`src/rtl/verificador_secuencia_pkg.sv`:
```
// Shared definitions for the 10-step counter sequence: length, value table,
// checker state encoding and index stepping. Generator and checker both use it.
package verificador_secuencia_pkg;

  localparam int LONG_SECUENCIA = 10;

  // Sequence values in period order; position 0 (value 3) is the only 3.
  localparam logic [3:0] SECUENCIA [LONG_SECUENCIA] = '{
    4'd3, 4'd7, 4'd6, 4'd6, 4'd15, 4'd14, 4'd7, 4'd10, 4'd12, 4'd14
  };

  // Index of the last position; matching here completes a period.
  localparam logic [3:0] ULTIMO_INDICE = 4'(LONG_SECUENCIA - 1);

  typedef enum logic {
    HUNT   = 1'b0,
    LOCKED = 1'b1
  } estadoT;

  // Next position in the period, wrapping the last one back to 0.
  function automatic logic [3:0] siguienteIndice(input logic [3:0] indice);
    return (indice == ULTIMO_INDICE) ? 4'd0 : indice + 4'd1;
  endfunction

endpackage

```
`src/rtl/rom_secuencia.sv`:
```
// Combinational lookup of the sequence value at a given position.
// Positions 10..15 do not exist in the period and read as 0.
module rom_secuencia
  import verificador_secuencia_pkg::*;
(
  input  logic [3:0] indice,
  output logic [3:0] valor
);

  logic [3:0] tabla [16];

  // Build the full 16-entry table so any 4-bit index has a defined value.
  for (genvar gi = 0; gi < 16; gi++) begin : gTabla
    if (gi < LONG_SECUENCIA) begin : gValido
      assign tabla[gi] = SECUENCIA[gi];
    end else begin : gVacio
      assign tabla[gi] = 4'd0;
    end
  end

  assign valor = tabla[indice];

endmodule

```
`src/rtl/verificador_secuencia.sv`:
```
// Receive-side checker: hunts for the unique value 3 to lock onto the
// sequence phase, then compares each valid sample against the expected
// value, pulsing Error on mismatches and counting completed periods.
// Too many consecutive mismatches drop the lock and hunting restarts.
module verificador_secuencia #(
  parameter int MAX_FALLOS = 3,
  parameter int VUELTAS_W  = 8
) (
  input  logic                 C,
  input  logic                 R,
  input  logic [3:0]           Valor,
  input  logic                 Valido,
  output logic                 Sincronizado,
  output logic                 Error,
  output logic [3:0]           Indice,
  output logic [3:0]           Esperado,
  output logic [VUELTAS_W-1:0] Vueltas
);

  import verificador_secuencia_pkg::*;

  localparam logic [3:0]           LIMITE_FALLOS = 4'(MAX_FALLOS);
  localparam logic [VUELTAS_W-1:0] UNO_VUELTA    = VUELTAS_W'(1);

  estadoT               estadoReg;
  logic [3:0]           indiceReg;
  logic [3:0]           fallosReg;
  logic [VUELTAS_W-1:0] vueltasReg;
  logic                 errorReg;
  logic                 sincronizadoReg;
  logic [3:0]           esperadoRom;
  logic [3:0]           fallosInc;
  logic                 vueltasLlenas;

  // Expected value is a pure decode of the current position.
  rom_secuencia uRom (
    .indice (indiceReg),
    .valor  (esperadoRom)
  );

  assign fallosInc     = fallosReg + 4'd1;
  assign vueltasLlenas = &vueltasReg;

  // Lock/check state machine with registered status outputs.
  always_ff @(posedge C) begin
    if (R) begin
      estadoReg       <= HUNT;
      indiceReg       <= 4'd0;
      fallosReg       <= 4'd0;
      vueltasReg      <= '0;
      errorReg        <= 1'b0;
      sincronizadoReg <= 1'b0;
    end else begin
      errorReg <= 1'b0;
      if (Valido) begin
        case (estadoReg)
          HUNT: begin
            // 3 occurs once per period, so seeing it fixes the phase.
            if (Valor == SECUENCIA[0]) begin
              estadoReg       <= LOCKED;
              indiceReg       <= 4'd1;
              fallosReg       <= 4'd0;
              sincronizadoReg <= 1'b1;
            end
          end
          LOCKED: begin
            if (Valor == esperadoRom) begin
              fallosReg <= 4'd0;
              indiceReg <= siguienteIndice(indiceReg);
              if (indiceReg == ULTIMO_INDICE && !vueltasLlenas) begin
                vueltasReg <= vueltasReg + UNO_VUELTA;
              end
            end else begin
              // A mismatch is a corrupted sample, not a slip: keep stepping.
              errorReg <= 1'b1;
              if (fallosInc == LIMITE_FALLOS) begin
                estadoReg       <= HUNT;
                indiceReg       <= 4'd0;
                fallosReg       <= 4'd0;
                sincronizadoReg <= 1'b0;
              end else begin
                fallosReg <= fallosInc;
                indiceReg <= siguienteIndice(indiceReg);
              end
            end
          end
          default: begin
            estadoReg       <= HUNT;
            indiceReg       <= 4'd0;
            fallosReg       <= 4'd0;
            sincronizadoReg <= 1'b0;
          end
        endcase
      end
    end
  end

  assign Sincronizado = sincronizadoReg;
  assign Error        = errorReg;
  assign Indice       = indiceReg;
  assign Esperado     = esperadoRom;
  assign Vueltas      = vueltasReg;

endmodule

```
`config.mk`:
```
export PLATFORM = sky130hd
export DESIGN_NAME = verificador_secuencia
export DESIGN_NICKNAME = d
export VERILOG_FILES = /design/src/rtl/verificador_secuencia_pkg.sv /design/src/rtl/rom_secuencia.sv /design/src/rtl/verificador_secuencia.sv
export SDC_FILE = /design/constraint.sdc
export NUM_CORES = 1
export LEC_CHECK = 0
export CAP_MARGIN = 20
export CORE_ASPECT_RATIO = 0.9
export CORE_UTILIZATION = 50
export DETAILED_ROUTE_END_ITERATION = 16
export GPL_TIMING_DRIVEN = 1
export PLACE_DENSITY_LB_ADDON = 0.3
export SLEW_MARGIN = 5
export SYNTH_ARGS = -nofsm -noshare
export SYNTH_HDL_FRONTEND = slang
export SYNTH_SLANG_ARGS = --single-unit
```
`constraint.sdc`:
```
create_clock -name C -period 3 [get_ports C]
set_clock_uncertainty 0.1 [all_clocks]
set_input_delay 0.45 -clock C [delete_from_list [all_inputs] [get_ports C]]
set_output_delay 0.45 -clock C [all_outputs]
set_load 0.1 [all_outputs]
```
Yosys cells after proc, flatten, opt, wreduce, memory -nomap -nowiden --
Memories as Yosys holds them, arrays and structs flattened. Cells that the tools add are included.
Word-level totals: bits in registers 19, ROM bits 64, input bits 7, output and inout bits 18, memories kept 1
Operators by class: add/sub/neg operators 3, $lt $le $gt $ge 1, equal/unequal tests 7, multiplexer cells 20, bitwise logic cells 3, reductions and logical operators 7
Memories:
- (no name shown) | words 16, bits a word 4, read ports 1, clocked after Yosys merged registers in 0, write ports 0, line rom_secuencia.sv:21 | assign valor = tabla[indice];
Operator list (number):
- 4-bit 2-to-1 mux | 9
- 4-bit one-hot mux with 2 select lines | 2
- 4-bit by 1-bit adder with 4-bit output (second input constant) | 2
- 8-bit by 1-bit adder with 8-bit output (second input constant) | 1
- 4-bit by 2-bit equality test with 1-bit output (second input constant) | 2
- 4-bit AND reduction | 2
- 8-bit AND reduction | 1
- 1-bit 2-to-1 mux | 7
- 5-bit greater-or-equal comparator (second input constant) | 1
- 4-bit inverter with 5-bit output | 1
- 4-bit equality test | 1
- 4-bit equality test (second input constant) | 1
- 2-bit != test (second input constant) | 2
- 1-bit one-hot mux with 2 select lines | 2
- 3-bit OR reduction | 1
- 2-bit by 1-bit != test with 1-bit output (second input constant) | 1
- 1-bit inverter | 2
- 2-bit AND reduction | 1
- 1-bit logical AND | 1
- 1-bit logical NOT | 1

Longest topological paths before layout --
word-level depth 7, depth in mapped cells 6, mapped depth without buffers 6

Hierarchy --
A second synthesis with hierarchy kept.
Unflattened totals: cells, all modules 128, area, all modules 1133.6 um2
By module, submodules not included:
- verificador_secuencia | instances 1, cells an instance 117, area an instance 1059.8 um2, seq. area each 380.4 um2
- rom_secuencia | instances 1, cells an instance 11, area an instance 73.8 um2, seq. area each 0.0 um2

Least setup slack after synthesis --
OpenSTA, ideal clock, no wires.
kind register -> output, from reg indiceReg[2], in the netlist Indice[2], to out Esperado[2], arrival time 3673 ps, setup slack -1223 ps, stages on the path, launching flop included 4, cell sequence dfxtp_1 > buf_2 > nor4_1 > a221oi_1
Between the ends: word-level cells in the longest chain between the ends 4
RTL lines:
- from (decl) | line verificador_secuencia.sv:26 | logic [3:0] indiceReg;
- from (signal assigned) | line verificador_secuencia.sv:69 | indiceReg <= siguienteIndice(indiceReg);
- from (signal assigned) | line verificador_secuencia.sv:83 | indiceReg <= siguienteIndice(indiceReg);
- 4-bit inverter with 5-bit output (implied by the code) | line rom_secuencia.sv:21
- memory 16 x 4 bit
- 4-bit 2-to-1 mux (implied by the code) (2 in series) | line rom_secuencia.sv:21
- to (decl) | line verificador_secuencia.sv:16 | output logic [3:0] Esperado,
Every way passes these cells. The select of a mux whose other input is x is not followed.

Worst setup path after layout --
from reg indiceReg[2], in the netlist Indice[2], to reg fallosReg[1]
Between the ends: word-level cells in the longest chain between the ends 7
RTL lines:
- 4-bit inverter with 5-bit output (implied by the code) | line rom_secuencia.sv:21
- memory 16 x 4 bit
- 4-bit 2-to-1 mux (implied by the code) (2 in series) | line rom_secuencia.sv:21
- 4-bit equality test | line verificador_secuencia.sv:67 | if (Valor == esperadoRom) begin
- 4-bit 2-to-1 mux | line verificador_secuencia.sv:67
- 4-bit one-hot mux with 2 select lines | line verificador_secuencia.sv:56 | case (estadoReg)
- to (signal assigned) | line verificador_secuencia.sv:82 | fallosReg <= fallosInc;
- to (decl) | line verificador_secuencia.sv:27 | logic [3:0] fallosReg;
Every way passes these cells. The select of a mux whose other input is x is not followed. A chain may end at the register's enable or synchronous reset.

==> flow_summary.ini <==
[global_route]
track_usage = 0.255
grt_pass1_wl_um = 6020
grt-ovfl-total = 0
grt_max_degree = 19
antenna_found_initial = 0
grt_pass1_vias = 1345

[setup_path]
cpMaxStageDelayCell = dfxtp_1
crit_arrival_ps = 2640
crit_path_end = fallosReg[1]
crit_family = simple AND/OR/NAND/NOR gates
start_kind = flop
end_kind = flop
cpPeakStageDelay_ps = 730
critPathBufInv = 0
crit_start = Indice[2]
cp_max_fo = 18
r2r_slack_ps = 470
path_class = reg -> reg
cp.depth = 5
path_cells = nor2_1 -> o2111a_1 -> nor3_2 -> nor2_2 -> o41ai_1
r2r_end = fallosReg[1]
worstRegToRegCells = 5
r2r-start = Indice[2]
required_ps = 3110

[hold_path]
hold_path_class = reg -> reg

[timing]
final.min_clock_period_ps = 2530
fmax_mhz = 395
final_hold_viol_count = 0
grt_setup_unrepaired = false
setup_viol = 0
tightest_slew_ps = 702
slew_headroom = 0.529
whs_ps = 398
finalCritPeriodShare = 0.843
maxSlewViolCount = 0

[pwr]
internal_power_mw = 0.328
total_power_mw = 0.460
swShare = 0.288
p_switching_mw = 0.132
power_density_nw_per_um2 = 285
p_leak_nw = 0.671
pwr-share-clk = 0.293
vdd_drop_max_mv = 0.251
p_seq_frac = 0.561
combPwrFrac = 0.146

[clock_tree]
clock_path_buffers = 2
cts-root-buf = clkbuf_4
holdBufCountCts = 0
clock_latency_ps = 300
htreeDepth = 1
cts_made_buffers = 3
ctsResizeCount = 0
cts_setup_buffers = 0
clk_pin_slew_ps = 110
cts_tree = yes
cts_sinks = 19

[layout]
drive_above_1_share = 0.202
num_antenna_cells = 0
fillers = 213
fin_nets = 199
syn_to_final_growth_pct = 15.5

[placed_design]
dpl.hpwl_um = 2470
portBuffers = 24
place.gp.congestion = 0.856

[synthesis]
synth_most_common_cell = dfxtp_1
synth_edf_count = 0
yosysWarnings = 0
synth_fp_nets = 176
synthDistinctLibCells = 57
synthTopCellsByArea = dfxtp_1 27%, mux2_1 4.0%, nand2_1 4.0%, nor2b_1 3.6%, nor2_1 3.2%
synth_top_area_frac = 0.272
syn_area_per_cell_um2 = 8.43
synthesis.area_um2 = 1400
yosysTopAreaCell = dfxtp_1
yosysSeqAreaShare = 0.272
ys.flop_type = dfxtp_1
synth_seq_cells = 19
async_flop_share = 0
syn_inst = 166
synth_common_cells = 19 x dfxtp_1, 15 x nand2_1, 12 x nor2_1

[floorplan]
fp.coreArea_um2 = 2550
io_pins = 25
die_x_um = 57.8
dieArea_um2 = 3010
rows = 17
die_y_um = 52.2
initial_utilization = 0.548

[route]
vias_per_cell = 6.31
drtAntennaViolNets = 0
routed_wl_um = 3330
drc = 2
wl_met1_um = 1420
vias = 1362
routed-wl-met3_um = 131
first_pass_iters = 10
drt-initial-drc-count = 117
top_layer = met4
route.met2.wl_um = 1750
wl_per_cell_um = 15.4

[status]
status = finished with violations
violations = design-rule violations

[job]
maxCapViolations = 0
[worst min path at each step]
stage,from,endpoint,slack (ps),cells after the start
floorplan,fallosReg[3],fallosReg[3],380,2
global placement,Sincronizado,Sincronizado,370,2
detailed placement,Sincronizado,Sincronizado,380,2
CTS,Sincronizado,Sincronizado,400,2
global route,Sincronizado,Sincronizado,440,2
finish,Sincronizado,Sincronizado,400,2
[registers in the layout, summed over array words and instances, names as in the netlist]
name,cells
Sincronizado,1
Error,1
estadoReg,1
Indice,4
Vueltas,8
fallosReg,4
[layout by cell type (no fill, tap or decap), types with 4 or more instances in the layout]
cell and count:
dfxtp_1 19, nand2_1 15, and3_1 5, buf_4 20, nand4_1 4, mux2_1 5
inv_1 7, o21ai_0 6, nand3_1 4, nor2_1 11, a21oi_1 7, nor3_1 5
nor2b_1 8, clkdlybuf4s50_1 6
[power by group through the flow]
stage          Combinational, mW  Sequential, mW  Clock (mW)
6_report                  0.0671           0.258       0.135
4_1_cts                   0.0671           0.258       0.138
3_5_place_dp              0.0667           0.264           0
5_1_grt                   0.0724           0.259       0.149
2_1_floorplan             0.0410           0.269           0
3_3_place_gp              0.0640           0.264           0
[layer usage]
layer / vias up / GRT usage
met5: - / 0
met4: 0 / 0.0714
met3: 4 / 0.0494
met2: 35 / 0.463
met1: 652 / 0.309
li1: 671 / -
[metrics by stage]
step / setup TNS [ps] / worst slack [ps] / area, um2 / utilization / instances
final: 0 / 471 / 1620 / 0.633 / 216
after global placement: 0 / 305 / 1590 / 0.622 / 212
after detailed placement: 0 / 214 / 1590 / 0.622 / 212
after global routing: 0 / 248 / 1620 / 0.633 / 216
after CTS: 0 / 476 / 1620 / 0.633 / 216
after floorplan: -263 / -263 / 1410 / - / 166
[cell families (layout without fill, tap and decap cells)]
family / Yosys count / count (layout) / share of synthesized area
buffers and inverters: 15 / 37 / 0.0698
flip-flops: 19 / 19 / 0.272
multiplexers: 7 / 7 / 0.0546
AND/OR/NAND/NOR: 78 / 78 / 0.327
AO/OA/AOI/OAI: 41 / 41 / 0.231
XOR/XNOR: 3 / 3 / 0.0188
adder cells (fa/ha/maj): 3 / 3 / 0.0268
[worst register-to-register path, stage by stage (launching register included)]
cell and delay (ps):
dfxtp_1 730, nor2_1 210, o2111a_1 330, nor3_2 540, nor2_2 170, o41ai_1 370
[final cells by class]
type                       instances  area (um2)  area share
multi-input combinational        132         936       0.579
tap                               28        35.0      0.0217
timing repair buffer              26         210       0.130
inverter                           7        26.3      0.0163
sequential                        19         380       0.235
clock inverter                     1        5.00     0.00310
clock buffer                       3        22.5      0.0139
(Power assumes the default switching activity.)
